**config.mk**
```make
export PLATFORM = sky130hd
export DESIGN_NAME = segment7_scanner
export DESIGN_NICKNAME = d
export VERILOG_FILES = /design/src/rtl/segment7_scanner.sv
export SDC_FILE = /design/constraint.sdc
export NUM_CORES = 1
export LEC_CHECK = 0
export CAP_MARGIN = 20
export CORE_ASPECT_RATIO = 0.7
export CORE_MARGIN = 5
export CORE_UTILIZATION = 53
export CTS_CLUSTER_DIAMETER = 200
export DETAILED_ROUTE_END_ITERATION = 6
export PLACE_DENSITY = 0.88
export SYNTH_ARGS = -nofsm -noshare
export SYNTH_HDL_FRONTEND = slang
export SYNTH_SLANG_ARGS = --single-unit
```
**constraint.sdc**
```tcl
create_clock -name CLK -period 3.6 [get_ports CLK]
set_clock_uncertainty 0.05 [all_clocks]
set_input_delay 0.36 -clock CLK [delete_from_list [all_inputs] [get_ports CLK]]
set_output_delay 0.36 -clock CLK [all_outputs]
set_load 0.005 [all_outputs]
```
**src/rtl/segment7_scanner.sv**
```systemverilog
// Time-multiplexed 7-segment scan controller: drives one shared decoder a nibble at a time,
// registers the decoded pattern and sequences the anodes with an all-off guard interval.
module segment7_scanner #(
  parameter int DIGITS  = 4,
  parameter int ON_CYC  = 50000,
  parameter int GAP_CYC = 500
) (
  input  logic                  CLK,
  input  logic                  RST,
  input  logic [4*DIGITS-1:0]   VALUE,
  input  logic                  LOAD,
  input  logic                  LZS,
  input  logic [DIGITS-1:0]     DP,
  output logic [3:0]            DEC_IN,
  input  logic [7:0]            DEC_OUT,
  output logic [7:0]            SEG,
  output logic [DIGITS-1:0]     AN,
  output logic                  FRAME
);

  localparam int CNT_MAX = (ON_CYC > GAP_CYC) ? ON_CYC : GAP_CYC;
  localparam int CW      = $clog2(CNT_MAX + 1);
  localparam int IW      = $clog2(DIGITS);

  typedef enum logic [1:0] {SETUP, SHOW, GAP} state_t;

  state_t              state, state_next;
  logic [IW-1:0]       idx, idx_next, idx_inc;
  logic [CW-1:0]       cnt, cnt_next;
  logic [4*DIGITS-1:0] shadow, active, active_next;
  logic [DIGITS-1:0]   upper_zero;
  logic                boundary;
  logic                entering_setup;
  logic                blank;

  assign idx_inc = (idx == IW'(DIGITS - 1)) ? '0 : idx + 1'b1;

  always_comb begin
    state_next = state;
    idx_next   = idx;
    cnt_next   = cnt;
    unique case (state)
      SETUP: begin
        state_next = SHOW;
        cnt_next   = '0;
      end
      SHOW: begin
        if (cnt == CW'(ON_CYC - 1)) begin
          cnt_next = '0;
          if (GAP_CYC == 0) begin
            state_next = SETUP;
            idx_next   = idx_inc;
          end else begin
            state_next = GAP;
          end
        end else begin
          cnt_next = cnt + 1'b1;
        end
      end
      GAP: begin
        if (cnt == CW'(GAP_CYC - 1)) begin
          cnt_next   = '0;
          state_next = SETUP;
          idx_next   = idx_inc;
        end else begin
          cnt_next = cnt + 1'b1;
        end
      end
      default: state_next = SETUP;
    endcase
  end

  // The frame boundary is the edge into SETUP of digit 0; a LOAD on that very edge bypasses shadow.
  assign entering_setup = (state != SETUP) && (state_next == SETUP);
  assign boundary       = entering_setup && (idx_next == '0);
  assign active_next    = boundary ? (LOAD ? VALUE : shadow) : active;

  // upper_zero[k]: every nibble from the top digit down to digit k is zero.
  generate
    for (genvar gi = 0; gi < DIGITS; gi++) begin : g_upper
      assign upper_zero[gi] = (active[4*DIGITS-1:4*gi] == '0);
    end
  endgenerate

  assign blank = LZS && (idx != '0) && upper_zero[idx];

  always_ff @(posedge CLK) begin
    if (RST) begin
      state  <= SETUP;
      idx    <= '0;
      cnt    <= '0;
      shadow <= '0;
      active <= '0;
      DEC_IN <= '0;
      SEG    <= 8'hFF;
      AN     <= '1;
    end else begin
      state  <= state_next;
      idx    <= idx_next;
      cnt    <= cnt_next;
      active <= active_next;
      if (LOAD)
        shadow <= VALUE;
      if (entering_setup)
        DEC_IN <= active_next[4*idx_next +: 4];
      if (state == SETUP)
        SEG <= blank ? 8'hFF : {DEC_OUT[7] & ~DP[idx], DEC_OUT[6:0]};
      AN <= (state_next == SHOW) ? ~(DIGITS'(1) << idx_next) : '1;
    end
  end

  assign FRAME = (state == SETUP) && (idx == '0) && !RST;

endmodule

```
==> results.yml <==
hold_path:
  holdPathStages: 2
  hp-class: "in2reg"
  hp-start: "RST"
  min_to: "idx[1]"
timing:
  hold_viol: 0
  fin_crit_sh_pct: 84.0
  max_slew.worst_pin.slew_ps: 920
  setup_viol: 0
  rsz0062_at_grt: "no"
  slew_headroom_pct: 38.3
  fin_crit_ps: 3020
  fmax_mhz: 331
  tns_ps: 0
  whs_ps: 363
  maxSlewViolCount: 0
logic_synthesis:
  ys.flop_type: "dfxtp_1"
  synthDistinctLibCells: 50
  syn_inst: 356
  synth-seq-cells: 68
  syn-num-nets: 396
  yosys_warnings: 0
  yosysSeqAreaShare_pct: 43.7
  avgSynthCellArea_sq_um: 8.76
  netlist_area_sq_um: 3120
  synth-async-reset-ratio_pct: 0
  synth_edf_count: 0
clock_network:
  htree_levels: 3
  cts_tree: "yes"
  ctsResizeCount: 0
  clk_pin_slew_ps: 80
  clock_path_buffers: 2
  clock-sinks: 68
  cts_setup_buffers: 0
  root_buffer: "clkbuf_8"
  cts_buffers: 9
  hold_buffers: 0
  insertion_delay_ps: 350
worst_setup_path:
  cp.required_ps: 3790
  crit_arrival_ps: 3220
  cp-end-kind: "flip-flop"
  critPathKind: "reg2reg"
  r2r-end: "active[11]"
  crit_fanout: 19
  r2r_cells: 8
  startpoint_type: "flip-flop"
  worstReg2RegStart: "cnt[6]"
  rrSetupSlack_ps: 580
floorplanning:
  die_h_um: 74.2
  fp.coreArea_sq_um: 5730
  pin_count: 49
  rows: 23
  initial_core_util_pct: 54.4
  dieArea_sq_um: 7540
  die_w_um: 102
drt:
  first_iter_violations: 240
  dr.pass1.iters: 7
  via_per_inst: 5.73
  routed_wirelength_mm: 7.20
  ant_nets: 0
  drc: 0
  avgRoutedWirePerCell_um: 15.0
  dr_total_vias: 2755
placed_design:
  placed_cells: 465
  placed_cell_area_sq_um: 3630
  io_buffers: 48
  gp_congestion: 0.926
  place_hpwl_mm: 5.26
power_and_ir_drop:
  cellPowerDensity_nw_per_um2: 445
  ir_drop_mv: 0.251
  p_leak_nw: 1.46
run_status:
  status: "finished clean"
cells_and_area:
  final_cell_mix: "68 x dfxtp_1, 68 x nor2_1, 47 x clkdlybuf4s50_1, 23 x a21oi_1, 20 x nand2_1"
  utilization_pct: 67.3
  fin_area_sq_um: 3850
  area_growth_pct: 23.6
  nets: 441
  instances_no_fill: 481
  drive_gt1_share_pct: 9.61
  n_antenna_cell: 0
global_route:
  grt_pass1_vias: 2517
  track_usage_pct: 20.0
  grt_antenna_before_repair: 0
  grt_overflow: 0
  grt_pass1_wl_mm: 11.7
  grt_max_degree: 37
job:
  cap_viol_max_count: 0
## where the power goes
group	switching, mW	internal [mW]
clock	0.301	0.394
sequential	0.0263	0.792
combinational	0.0954	0.104
total	0.423	1.29
## layer usage
metal  share of wire, %  global-route usage, %
met1                 47                   27.1
met5                  0                      0
met4               0.43                   6.49
met2                 43                   29.2
met3                9.1                   8.25
## through the flow
step / setup slack (ps) / power [mW]
floorplan: 741 / 0.941
global placement: 675 / 1.03
detailed placement: 614 / 1.03
CTS: 585 / 1.72
global route: 397 / 1.79
finish: 578 / 1.71
## cell usage after synthesis, types with 2 or more instances
master	number	area, sq um
or4bb_1	2	22.5
buf_2	3	15.0
nor3_1	4	20.0
a211oi_1	17	128
nand4_1	2	12.5
nor2_1	68	255
o21ai_0	10	50.1
ha_1	8	100
dfxtp_1	68	1360
or2_2	8	50.1
buf_4	2	15.0
or3_1	4	25.0
and2_1	2	12.5
inv_1	13	48.8
a221oi_1	2	17.5
mux2i_1	18	180
a21o_1	3	22.5
nand4b_1	5	43.8
or3b_2	2	17.5
a311oi_1	2	17.5
or4_1	2	15.0
nand2b_1	3	18.8
a21oi_1	23	115
xnor2_1	3	26.3
nand2_1	20	75.1
o2bb2ai_1	2	17.5
nor2b_1	9	56.3
nand3_1	7	35.0
xor2_1	5	43.8
buf_6	2	22.5
nor4_1	8	50.1
clkbuf_1	11	41.3
## area by class of cell
type	instances	area, sq um
fill	430	1870
multi-input combinational	256	1610
sequential	68	1360
timing repair buffer	53	513
clock buffer	9	124
clock inverter	7	100
tap	75	93.8
inverter	13	48.8
## registers in the layout, summed over array words and instances (netlist names)
| register | count |
|---|---|
| active | 16 |
| shadow | 16 |
| SEG | 8 |
| cnt | 16 |
| DEC_IN | 4 |
| state | 2 |
| idx | 2 |
| AN | 4 |
## how the worst max path moves through the flow
stage	startpoint	end	slack [ps]
2_1_floorplan	cnt[2]	DEC_IN[1]	740
3_3_place_gp	cnt[2]	DEC_IN[1]	670
3_5_place_dp	cnt[6]	DEC_IN[1]	610
4_1_cts	cnt[6]	active[11]	580
5_1_grt	cnt[6]	active[11]	400
6_report	cnt[6]	active[11]	580
## cell families (layout without fill, tap and decap cells)
kind of cell | count (synthesis) | in the layout | share of synthesized area (%)
and+or+nand+nor | 151 | 151 | 24.1
xor gates and xnor gates | 8 | 8 | 2.25
DFF | 68 | 68 | 43.7
muxes | 19 | 19 | 6.50
buffers and inverters | 32 | 82 | 4.69
AOI/OAI and AO/OA | 70 | 70 | 15.6
adders and majority gates | 8 | 8 | 3.21
## critical path, stage by stage, from the launching register on
cell and delay (ps):
dfxtp_1 460, or4b_1 460, or4_1 620, nor3_2 220, o2bb2ai_1 270, nor2b_2 250, buf_4 230, nor2_1 80
a211oi_1 280
(Power assumes the default switching activity.)
